===== src/rtl/nn_inference_scheduler.sv =====
// Arbitrates manual and frame-driven compute requests for the neural network,
// handles the start/ready handshake with a timeout and reduces the probabilities to an argmax.
module nn_inference_scheduler #(
  parameter int NUM_CLASSES = 10,
  parameter int PROB_W      = 16,
  parameter int TIMEOUT_CYC = 2_000_000,
  parameter int AUTO_EN     = 1
) (
  input  logic                          Clk,
  input  logic                          Reset,
  input  logic                          Frame_vs,
  input  logic                          Key_req,
  input  logic                          Canvas_dirty,
  input  logic                          Nn_ready,
  input  logic [NUM_CLASSES*PROB_W-1:0] Nn_prob,
  output logic                          Nn_start,
  output logic                          Busy,
  output logic [3:0]                    Argmax,
  output logic [PROB_W-1:0]             Max_prob,
  output logic                          Result_valid,
  output logic                          Timeout_err
);

  localparam int   CNT_W   = $clog2(TIMEOUT_CYC + 1);
  localparam int   IDX_W   = 4;
  localparam logic AUTO_ON = (AUTO_EN != 0);

  typedef enum logic [2:0] {
    IDLE  = 3'd0,
    START = 3'd1,
    WAIT  = 3'd2,
    SCAN  = 3'd3,
    DONE  = 3'd4
  } state_t;

  state_t             state_q, state_d;
  logic [2:0]         fvs_sync_q, key_sync_q;
  logic               key_pend_q, key_pend_d;
  logic               auto_pend_q, auto_pend_d;
  logic               dirty_q, dirty_d;
  logic [CNT_W-1:0]   cnt_q, cnt_d;
  logic               ack_q, ack_d;
  logic [IDX_W-1:0]   scan_q, scan_d;
  logic [IDX_W-1:0]   argmax_q, argmax_d;
  logic [PROB_W-1:0]  maxp_q, maxp_d;
  logic               terr_q, terr_d;
  logic [PROB_W-1:0]  best_val_q, best_val_d;
  logic [IDX_W-1:0]   best_idx_q, best_idx_d;
  logic [PROB_W-1:0]  prob_q [NUM_CLASSES];
  logic               capture;
  logic               take;
  logic               frame_tick, key_tick;

  // Bits [1:0] are the 2-flop synchronizer; bit 2 holds the previous synchronized level.
  assign frame_tick = fvs_sync_q[1] & ~fvs_sync_q[2];
  assign key_tick   = key_sync_q[1] & ~key_sync_q[2];

  always_comb begin
    state_d    = state_q;
    cnt_d      = cnt_q;
    ack_d      = ack_q;
    scan_d     = scan_q;
    argmax_d   = argmax_q;
    maxp_d     = maxp_q;
    terr_d     = terr_q;
    best_val_d = best_val_q;
    best_idx_d = best_idx_q;
    capture    = 1'b0;
    take       = 1'b0;

    case (state_q)
      IDLE: begin
        if (key_pend_q || auto_pend_q) begin
          take    = 1'b1;
          state_d = START;
        end
      end
      START: begin
        cnt_d   = '0;
        ack_d   = 1'b0;
        state_d = WAIT;
      end
      WAIT: begin
        cnt_d = cnt_q + 1'b1;
        if (!Nn_ready) ack_d = 1'b1;
        // A ready seen before the network has dropped it belongs to the previous run.
        if (Nn_ready && ack_q) begin
          capture    = 1'b1;
          best_val_d = Nn_prob[0 +: PROB_W];
          best_idx_d = '0;
          scan_d     = IDX_W'(1);
          state_d    = SCAN;
        end else if (cnt_q == CNT_W'(TIMEOUT_CYC - 1)) begin
          terr_d  = 1'b1;
          state_d = IDLE;
        end
      end
      SCAN: begin
        if (prob_q[scan_q] > best_val_q) begin
          best_val_d = prob_q[scan_q];
          best_idx_d = scan_q;
        end
        scan_d = scan_q + 1'b1;
        if (scan_q == IDX_W'(NUM_CLASSES - 1)) begin
          argmax_d = best_idx_d;
          maxp_d   = best_val_d;
          terr_d   = 1'b0;
          state_d  = DONE;
        end
      end
      DONE: begin
        state_d = IDLE;
      end
      default: begin
        state_d = IDLE;
      end
    endcase

    // New requests win over the clear so nothing arriving in the take cycle is lost.
    key_pend_d  = (key_pend_q & ~take) | key_tick;
    auto_pend_d = (auto_pend_q & ~take) | (frame_tick & dirty_q & AUTO_ON);
    dirty_d     = (dirty_q & ~take) | Canvas_dirty;
  end

  always_ff @(posedge Clk or posedge Reset) begin
    if (Reset) begin
      state_q     <= IDLE;
      fvs_sync_q  <= '0;
      key_sync_q  <= '0;
      key_pend_q  <= 1'b0;
      auto_pend_q <= 1'b0;
      dirty_q     <= 1'b0;
      cnt_q       <= '0;
      ack_q       <= 1'b0;
      scan_q      <= '0;
      argmax_q    <= '0;
      maxp_q      <= '0;
      terr_q      <= 1'b0;
    end else begin
      state_q     <= state_d;
      fvs_sync_q  <= {fvs_sync_q[1:0], Frame_vs};
      key_sync_q  <= {key_sync_q[1:0], Key_req};
      key_pend_q  <= key_pend_d;
      auto_pend_q <= auto_pend_d;
      dirty_q     <= dirty_d;
      cnt_q       <= cnt_d;
      ack_q       <= ack_d;
      scan_q      <= scan_d;
      argmax_q    <= argmax_d;
      maxp_q      <= maxp_d;
      terr_q      <= terr_d;
    end
  end

  // Scan datapath carries no reset; it is always initialised by the capture.
  always_ff @(posedge Clk) begin
    best_val_q <= best_val_d;
    best_idx_q <= best_idx_d;
    if (capture) begin
      for (int i = 0; i < NUM_CLASSES; i++) begin
        prob_q[i] <= Nn_prob[i*PROB_W +: PROB_W];
      end
    end
  end

  assign Nn_start     = (state_q == START);
  assign Busy         = (state_q != IDLE);
  assign Result_valid = (state_q == DONE);
  assign Argmax       = argmax_q;
  assign Max_prob     = maxp_q;
  assign Timeout_err  = terr_q;

endmodule


===== config.mk =====
export PLATFORM = sky130hd
export DESIGN_NAME = nn_inference_scheduler
export DESIGN_NICKNAME = d
export VERILOG_FILES = /design/src/rtl/nn_inference_scheduler.sv
export SDC_FILE = /design/constraint.sdc
export NUM_CORES = 1
export LEC_CHECK = 0
export ABC_AREA = 1
export CELL_PAD_IN_SITES_DETAIL_PLACEMENT = 1
export CELL_PAD_IN_SITES_GLOBAL_PLACEMENT = 1
export CORE_MARGIN = 2
export CORE_UTILIZATION = 45
export CTS_BUF_LIST = sky130_fd_sc_hd__clkbuf_8
export DETAILED_ROUTE_END_ITERATION = 12
export GPL_ROUTABILITY_DRIVEN = 0
export PLACE_DENSITY = 0.95
export SETUP_SLACK_MARGIN = 0.5
export SYNTH_ARGS = -nofsm -noshare
export SYNTH_HDL_FRONTEND = slang
export SYNTH_SLANG_ARGS = --single-unit

===== constraint.sdc =====
create_clock -name Clk -period 12.8 [get_ports Clk]
set_input_delay 1.92 -clock Clk [delete_from_list [all_inputs] [get_ports Clk]]
set_output_delay 1.92 -clock Clk [all_outputs]
set_load 0.1 [all_outputs]

==> results.py, run 1 <==
metrics = {
    "routing": {
        "drc": 0,
        "finalWirelength_mm": 37.1,
        "vias_per_cell": 5.48,
        "firstDrtPassIters": 5,
        "route.vias.total": 9467,
        "drt_iter0_drc": 846,
        "routedWlPerCell_um": 21.5,
        "ant_nets": 0,
    },
    "global_route": {
        "grt-ovfl-total": 0,
        "grt_max_degree": 93,
        "grt.total_usage_pct": 29.0,
        "grt_pass1_vias": 10300,
        "grt_pass1_wl_mm": 58.0,
        "antenna_found_initial": 0,
    },
    "power_and_ir_drop": {
        "power_density_nw_per_um2": 235,
        "max-vdd-ir-drop_v": 0.000145,
        "leakage_nw": 6.29,
    },
    "logic_synthesis": {
        "synth_top_area_share_pct": 48.6,
        "synth_edf_count": 180,
        "ys_seq_area_share_pct": 61.9,
        "synth_compound_area_share_pct": 2.64,
        "synth.top_cells.by_area": "edfxtp_1 (49%), dfrtp_1 (13%), nand2_1 (13%), nand3_1 (7.3%), inv_1 (6.7%)",
        "synth_top_cell_by_area": "edfxtp_1",
        "synth-simple-area-share_pct": 23.5,
        "synth_area_sq_um": 11100,
        "synth_ff_type": "edfxtp_1",
        "synth-async-reset-ratio_pct": 24.7,
        "synth_xor_area_share_pct": 0.394,
        "synth.area.mux_share_pct": 0.0900,
        "ys_types": 40,
        "synth_top_family_by_area": "simple AND/OR/NAND/NOR gates",
        "syn-instance-count": 1178,
        "syn_nets": 1363,
        "ys_warn_count": 0,
        "yosys.area_share.adder_pct": 2.14,
        "synth.avg_cell_area_sq_um": 9.44,
        "ys_seq_elements": 239,
    },
    "floorplanning": {
        "coreArea_sq_um": 24300,
        "die_area_sq_um": 26000,
        "io_pins": 190,
        "start_util_pct": 45.7,
        "die-width_um": 161,
        "die-height_um": 161,
        "rows": 57,
    },
    "critical_path": {
        "path_delay_family": "simple AND/OR/NAND/NOR gates",
        "max_stage_delay_ns": 0.92,
        "path_cells": "buf_4 -> inv_2 -> buf_4 -> nand2_1 -> nand3_1 -> nand2_1 -> nand2_1 -> nand3_1 -> nand2_1 -> inv_1 -> ha_1 -> nand2_1 -> nor3_1 -> nand3_1 -> nand2_1 -> nand2_1 -> nand3_1 -> nand2_1",
        "endpoint_kind": "flip-flop",
        "critical_path.slowest_cell": "nand2_1",
        "critical_path_required_ns": 13.10,
        "critical_path_class": "reg -> reg",
        "crit_top_cell": "nand2_1",
        "timing.critical_path.buf_inv": 4,
        "cp_data_arrival_time_ns": 6.04,
        "cp-start-kind": "flip-flop",
        "cp_max_fo": 86,
    },
    "timing": {
        "tns_ns": 0,
        "setup_slack_ns": 7.06,
        "slew-limit-headroom_pct": 19.2,
        "fin_worst_skew_ns": 0.0245,
        "slew_viol_final": 0,
        "period_needed_ns": 5.74,
        "setup_violations": 0,
        "fmax_mhz": 174,
        "rsz0062_at_grt": "no",
        "tightestPinTransition_ns": 1.21,
        "hold_viol_final": 0,
        "finalCritPeriodShare_pct": 44.8,
    },
    "clock_tree": {
        "cts_max_level": 2,
        "cts_buffer_depth": 3,
        "cts.repair.resized": 0,
        "cts_inserted_buffers": 42,
        "root_buffer": "clkbuf_8",
        "clkLatencyLatePin_ns": 0.57,
        "hold_buffers": 0,
        "clkSinkCount": 239,
        "clk_pin_slew_ns": 0.06,
        "cts_tree": "built",
        "cts_setup_buffers": 0,
    },
    "hold_path": {
        "worstHoldPathType": "reg -> reg",
    },
    "run_status": {
        "status": "finished clean",
    },
    "cells_and_area": {
        "areaGrowthSynthToFinish_pct": 25.6,
        "fillCellCount": 2730,
        "nets": 1556,
        "drive_gt1_share_pct": 5.91,
        "diodes": 0,
    },
    "placement": {
        "hpwl_mm": 24.5,
        "dp_slack_ns": 7.53,
        "port_buffers": 189,
    },
    "flow_run": {
        "drv_cap": 0,
    },
}
[where the power goes]
part	internal (mW)	total, mW	leakage [nW]	switching (mW)
combinational	0.393	1.52	3.44	1.13
sequential	1.04	1.11	2.42	0.0732
clock	0.326	0.652	0.431	0.326
total	1.75	3.28	6.29	1.53
[stage by stage]
stage,instances,cell area [sq um],hold slack (ns),total power [mW],utilization (%)
2_1_floorplan,1178,11100,0.331,2.14,-
3_3_place_gp,1651,13200,0.334,2.43,54.3
3_5_place_dp,1651,13200,0.337,2.55,54.3
4_1_cts,1728,14000,0.361,3.26,57.4
5_1_grt,1728,14000,0.373,3.45,57.4
6_report,1728,14000,0.352,3.28,57.4
[registers in the layout, summed over array words and instances, names as in the netlist]
register	cells
prob_q	160
cnt_q	21
Max_prob	16
best_val_q	16
Argmax	4
best_idx_q	4
scan_q	4
fvs_sync_q	3
key_sync_q	3
state_q	3
Timeout_err	1
ack_q	1
auto_pend_q	1
dirty_q	1
key_pend_q	1
[placed cells by master, fill, tap and decap left out, drive strengths merged]
cell and n:
mux2i 1, a21o 1, clkinvlp 2, nand2 392
clkbuf 45, ha 19, buf 6, o22ai 9
a32o 1, nor4 1, xnor2 2, nor3 12
nor2 33, nand3b 1, o211ai 1, a2bb2oi 1
inv 220, o21ai 21, o2bb2ai 1, o21bai 1
clkinv 16, nand3 166, o31a 1, edfxtp 180
a22oi 1, a31oi 1, xor2 3, clkdlybuf4s50 189
a21oi 12, nand4 6, dfrtp 59
[per-layer routing]
layer	up-vias	wire length, um	share of wire (%)	global-route usage [%]
met1	4644	13700	37	34.1
met5	-	0	0	0
li1	4175	-	-	-
met3	125	2860	7.7	5.96
met4	0	2010	5.4	15.4
met2	523	18500	50	50.3
[worst paths after layout]
check	from	to	slack [ns]	cells past startpoint
max in group asynchronous	Reset	scan_q[0]	10.32	3
worst max register to register	scan_q[0]	best_val_q[11]	7.06	18
worst max-delay path	scan_q[0]	best_val_q[11]	7.06	18
min in group asynchronous	Reset	scan_q[3]	1.90	3
worst min register to register	key_sync_q[0]	key_sync_q[1]	0.35	0
worst min-delay path	key_sync_q[0]	key_sync_q[1]	0.35	0
[cell usage after synthesis, types with 2 or more instances]
master,instances
buf_2,21
nand3_1,163
xnor2_1,2
clkbuf_1,10
nor3_2,2
nand2_1,389
o21ai_1,3
nor3_1,9
buf_1,3
o21ai_0,18
nand4_1,5
dfrtp_1,59
buf_6,6
nor2_2,4
ha_1,19
nand2_2,3
o22ai_1,9
edfxtp_1,180
inv_1,199
a21oi_1,12
nor2_1,28
inv_2,7
xor2_1,3
nand3_2,3
buf_4,6
[area by class of cell]
| type | count | area, sq um | area share [%] |
|---|---|---|---|
| multi-input combinational | 687 | 3210 | 23.0 |
| inverter | 206 | 773 | 5.54 |
| tap | 324 | 405 | 2.90 |
| clock buffer | 45 | 619 | 4.43 |
| sequential | 239 | 6880 | 49.3 |
| timing repair buffer | 195 | 1940 | 13.9 |
| clock inverter | 32 | 139 | 0.994 |
[kinds of logic after synthesis]
logic type,count (synthesis)
DFF,239
xor gates and xnor gates,5
adders and majority gates,19
AOI/OAI and AO/OA,51
muxes,1
buffers and inverters,252
and+or+nand+nor,611
No activity file was read; power rests on OpenSTA's default activity.
==> run 2, diff against run 1 <==
--- a/config.mk
+++ b/config.mk
@@ -9,11 +9,11 @@
 export CELL_PAD_IN_SITES_DETAIL_PLACEMENT = 1
 export CELL_PAD_IN_SITES_GLOBAL_PLACEMENT = 1
 export CORE_MARGIN = 2
-export CORE_UTILIZATION = 45
+export CORE_UTILIZATION = 42
 export CTS_BUF_LIST = sky130_fd_sc_hd__clkbuf_8
 export DETAILED_ROUTE_END_ITERATION = 12
 export GPL_ROUTABILITY_DRIVEN = 0
-export PLACE_DENSITY = 0.95
+export PLACE_DENSITY = 0.91
 export SETUP_SLACK_MARGIN = 0.5
 export SYNTH_ARGS = -nofsm -noshare
 export SYNTH_HDL_FRONTEND = slang
==> constraint.sdc (replaced) <==
create_clock -name Clk -period 6.01 [get_ports Clk]
set_input_delay 0.9015 -clock Clk [delete_from_list [all_inputs] [get_ports Clk]]
set_output_delay 0.9015 -clock Clk [all_outputs]
set_load 0.1 [all_outputs]
==> run 2 against run 1 <==
  * Total power grew 110%
  * Utilization shrank 3.6 points
  * Clock skew rose by 0.0064 ns
  * Largest power group unchanged
  * Wire length down 2.8%
  * Non-clock buffer count increased by 1
  * Sequential share of layout area decreased by 0.19 points
  * Maximum frequency up 19%
  * Via count shrank 3.7%
  * Largest cell class unchanged
  * Cell area up 0.39%
  * Sequential power increased by 110%
  * Count of clock-buffer cells in the layout down 2
  * Clock power up 120%
==> results.py, run 2 (same netlist as run 1, synthesis figures left out) <==
metrics = {
    "run_status": {
        "status": "finished clean",
    },
    "critical_path": {
        "max_stage_delay_ns": 0.85,
        "critical_path.slowest_cell": "nand2_1",
        "critical_path_required_ns": 6.30,
        "critical_path_class": "reg -> reg",
        "path_cells": "inv_2 -> buf_4 -> nand2_1 -> nand3_1 -> nand2_1 -> nand2_1 -> nand3_1 -> nand2_1 -> inv_1 -> ha_1 -> a21oi_1 -> o21ai_0 -> a21oi_1 -> nand2_1 -> nand2_1 -> nand2_1 -> nand3_1 -> nand2_1",
        "cp-start-kind": "flip-flop",
        "crit_top_cell": "nand2_1",
        "cp_max_fo": 41,
        "cp_data_arrival_time_ns": 5.10,
        "endpoint_kind": "flip-flop",
    },
    "cells_and_area": {
        "nets": 1556,
        "final_common_cell": "nand2_1",
        "layout_common_cells": "nand2_1 (389), inv_1 (213), clkdlybuf4s50_1 (189), edfxtp_1 (180), nand3_1 (163)",
        "fillCellCount": 2975,
        "drive_gt1_share_pct": 6.14,
        "largest_reg_flops": 160,
        "areaGrowthSynthToFinish_pct": 26.0,
        "top_register": "prob_q",
        "reg_top3": "prob_q: 160 flops, cnt_q: 21 flops",
        "design_area_sq_um": 14000,
    },
    "global_route": {
        "grt_pass1_vias": 10100,
        "grt_max_degree": 164,
        "antenna_found_initial": 1,
        "grt.total_usage_pct": 26.1,
        "grt-ovfl-total": 0,
        "grt_pass1_wl_mm": 55.9,
    },
    "clock_tree": {
        "cts_tree": "built",
        "cts_max_level": 2,
        "cts_buffer_depth": 3,
        "root_buffer": "clkbuf_8",
        "clkLatencyLatePin_ns": 0.57,
        "cts.repair.resized": 0,
        "clk_pin_slew_ns": 0.06,
        "cts_setup_buffers": 0,
        "hold_buffers": 0,
        "cts_inserted_buffers": 41,
        "clkSinkCount": 239,
    },
    "flow_run": {
        "drv_cap": 0,
    },
    "routing": {
        "drc": 0,
        "finalWirelength_mm": 36.1,
        "ant_nets": 0,
        "route.vias.total": 9114,
        "routedWlPerCell_um": 20.8,
        "vias_per_cell": 5.25,
        "firstDrtPassIters": 5,
        "drt_iter0_drc": 817,
    },
    "timing": {
        "hold_viol_final": 0,
        "finalCritPeriodShare_pct": 80.0,
        "slew-limit-headroom_pct": 25.8,
        "setup_violations": 0,
        "fmax_mhz": 208,
        "tightestPinTransition_ns": 1.11,
        "period_needed_ns": 4.81,
        "slew_viol_final": 0,
        "tns_ns": 0,
        "fin_worst_skew_ns": 0.0308,
        "rsz0062_at_grt": "no",
    },
    "floorplanning": {
        "die_area_sq_um": 27800,
        "start_util_pct": 42.7,
        "die-height_um": 167,
        "io_pins": 190,
        "die-width_um": 167,
        "rows": 59,
        "coreArea_sq_um": 26100,
    },
    "power_and_ir_drop": {
        "fin_total_pwr_mw": 6.93,
        "power_density_nw_per_um2": 495,
        "leakage_nw": 6.32,
        "max-vdd-ir-drop_v": 0.000311,
    },
    "placement": {
        "port_buffers": 189,
        "hpwl_mm": 25.2,
        "dpl_cell_area_sq_um": 13200,
    },
    "hold_path": {
        "worstHoldPathType": "reg -> reg",
    },
}
run 2: stage by stage:
| step | cells | utilization [%] | hold WS [ns] | setup WS [ns] |
|---|---|---|---|---|
| 3_3_place_gp | 1663 | 50.8 | 0.335 | 1.86 |
| 3_5_place_dp | 1663 | 50.8 | 0.338 | 1.41 |
| 2_1_floorplan | 1178 | - | 0.331 | 1.57 |
| 5_1_grt | 1737 | 53.8 | 0.364 | 0.906 |
| 6_report | 1737 | 53.8 | 0.351 | 1.20 |
| 4_1_cts | 1736 | 53.8 | 0.356 | 1.36 |
run 2: cell type report:
| type | instances | area, sq um | share of cell area (%) |
|---|---|---|---|
| Antenna cell | 1 | 2.50 | 0.0178 |
| Clock buffer | 43 | 592 | 4.22 |
| Clock inverter | 30 | 185 | 1.32 |
| Inverter | 206 | 773 | 5.51 |
| Multi-Input combinational cell | 687 | 3210 | 22.9 |
| Sequential cell | 239 | 6880 | 49.1 |
| Tap cell | 335 | 419 | 2.99 |
| Timing Repair Buffer | 196 | 1960 | 14.0 |
run 2: critical path: cells and delay by family, from the launching register on:
| kind | cells | cell delay, ns |
|---|---|---|
| simple gates | 11 | 2.42 |
| fa+ha+maj | 1 | 0.32 |
| compound gates | 3 | 0.48 |
| buf+inv | 3 | 0.85 |
| flops | 1 | 0.42 |
run 2: final timing paths:
path	start	slack (ns)	end	cells past startpoint
max	scan_q[0]	1.20	best_val_q[7]	18
min	key_sync_q[0]	0.35	key_sync_q[1]	0
max reg2reg	scan_q[0]	1.20	best_val_q[7]	18
min reg2reg	key_sync_q[0]	0.35	key_sync_q[1]	0
max in group asynchronous	Reset	4.51	scan_q[0]	3
min in group asynchronous	Reset	0.91	cnt_q[11]	3
run 2: routing by layer:
metal,wire (um),vias to the layer above,global-route usage [%]
met5,0,-,0
li1,-,4181,-
met1,13700,4419,30.1
met4,1820,0,12.8
met2,18000,391,45.3
met3,2620,123,6.37
run 2: power breakdown:
part	total (mW)	switching, mW	leakage, nW	internal (mW)
logic	3.15	2.32	3.44	0.837
registers	2.35	0.148	2.42	2.20
clock network	1.43	0.674	0.454	0.752
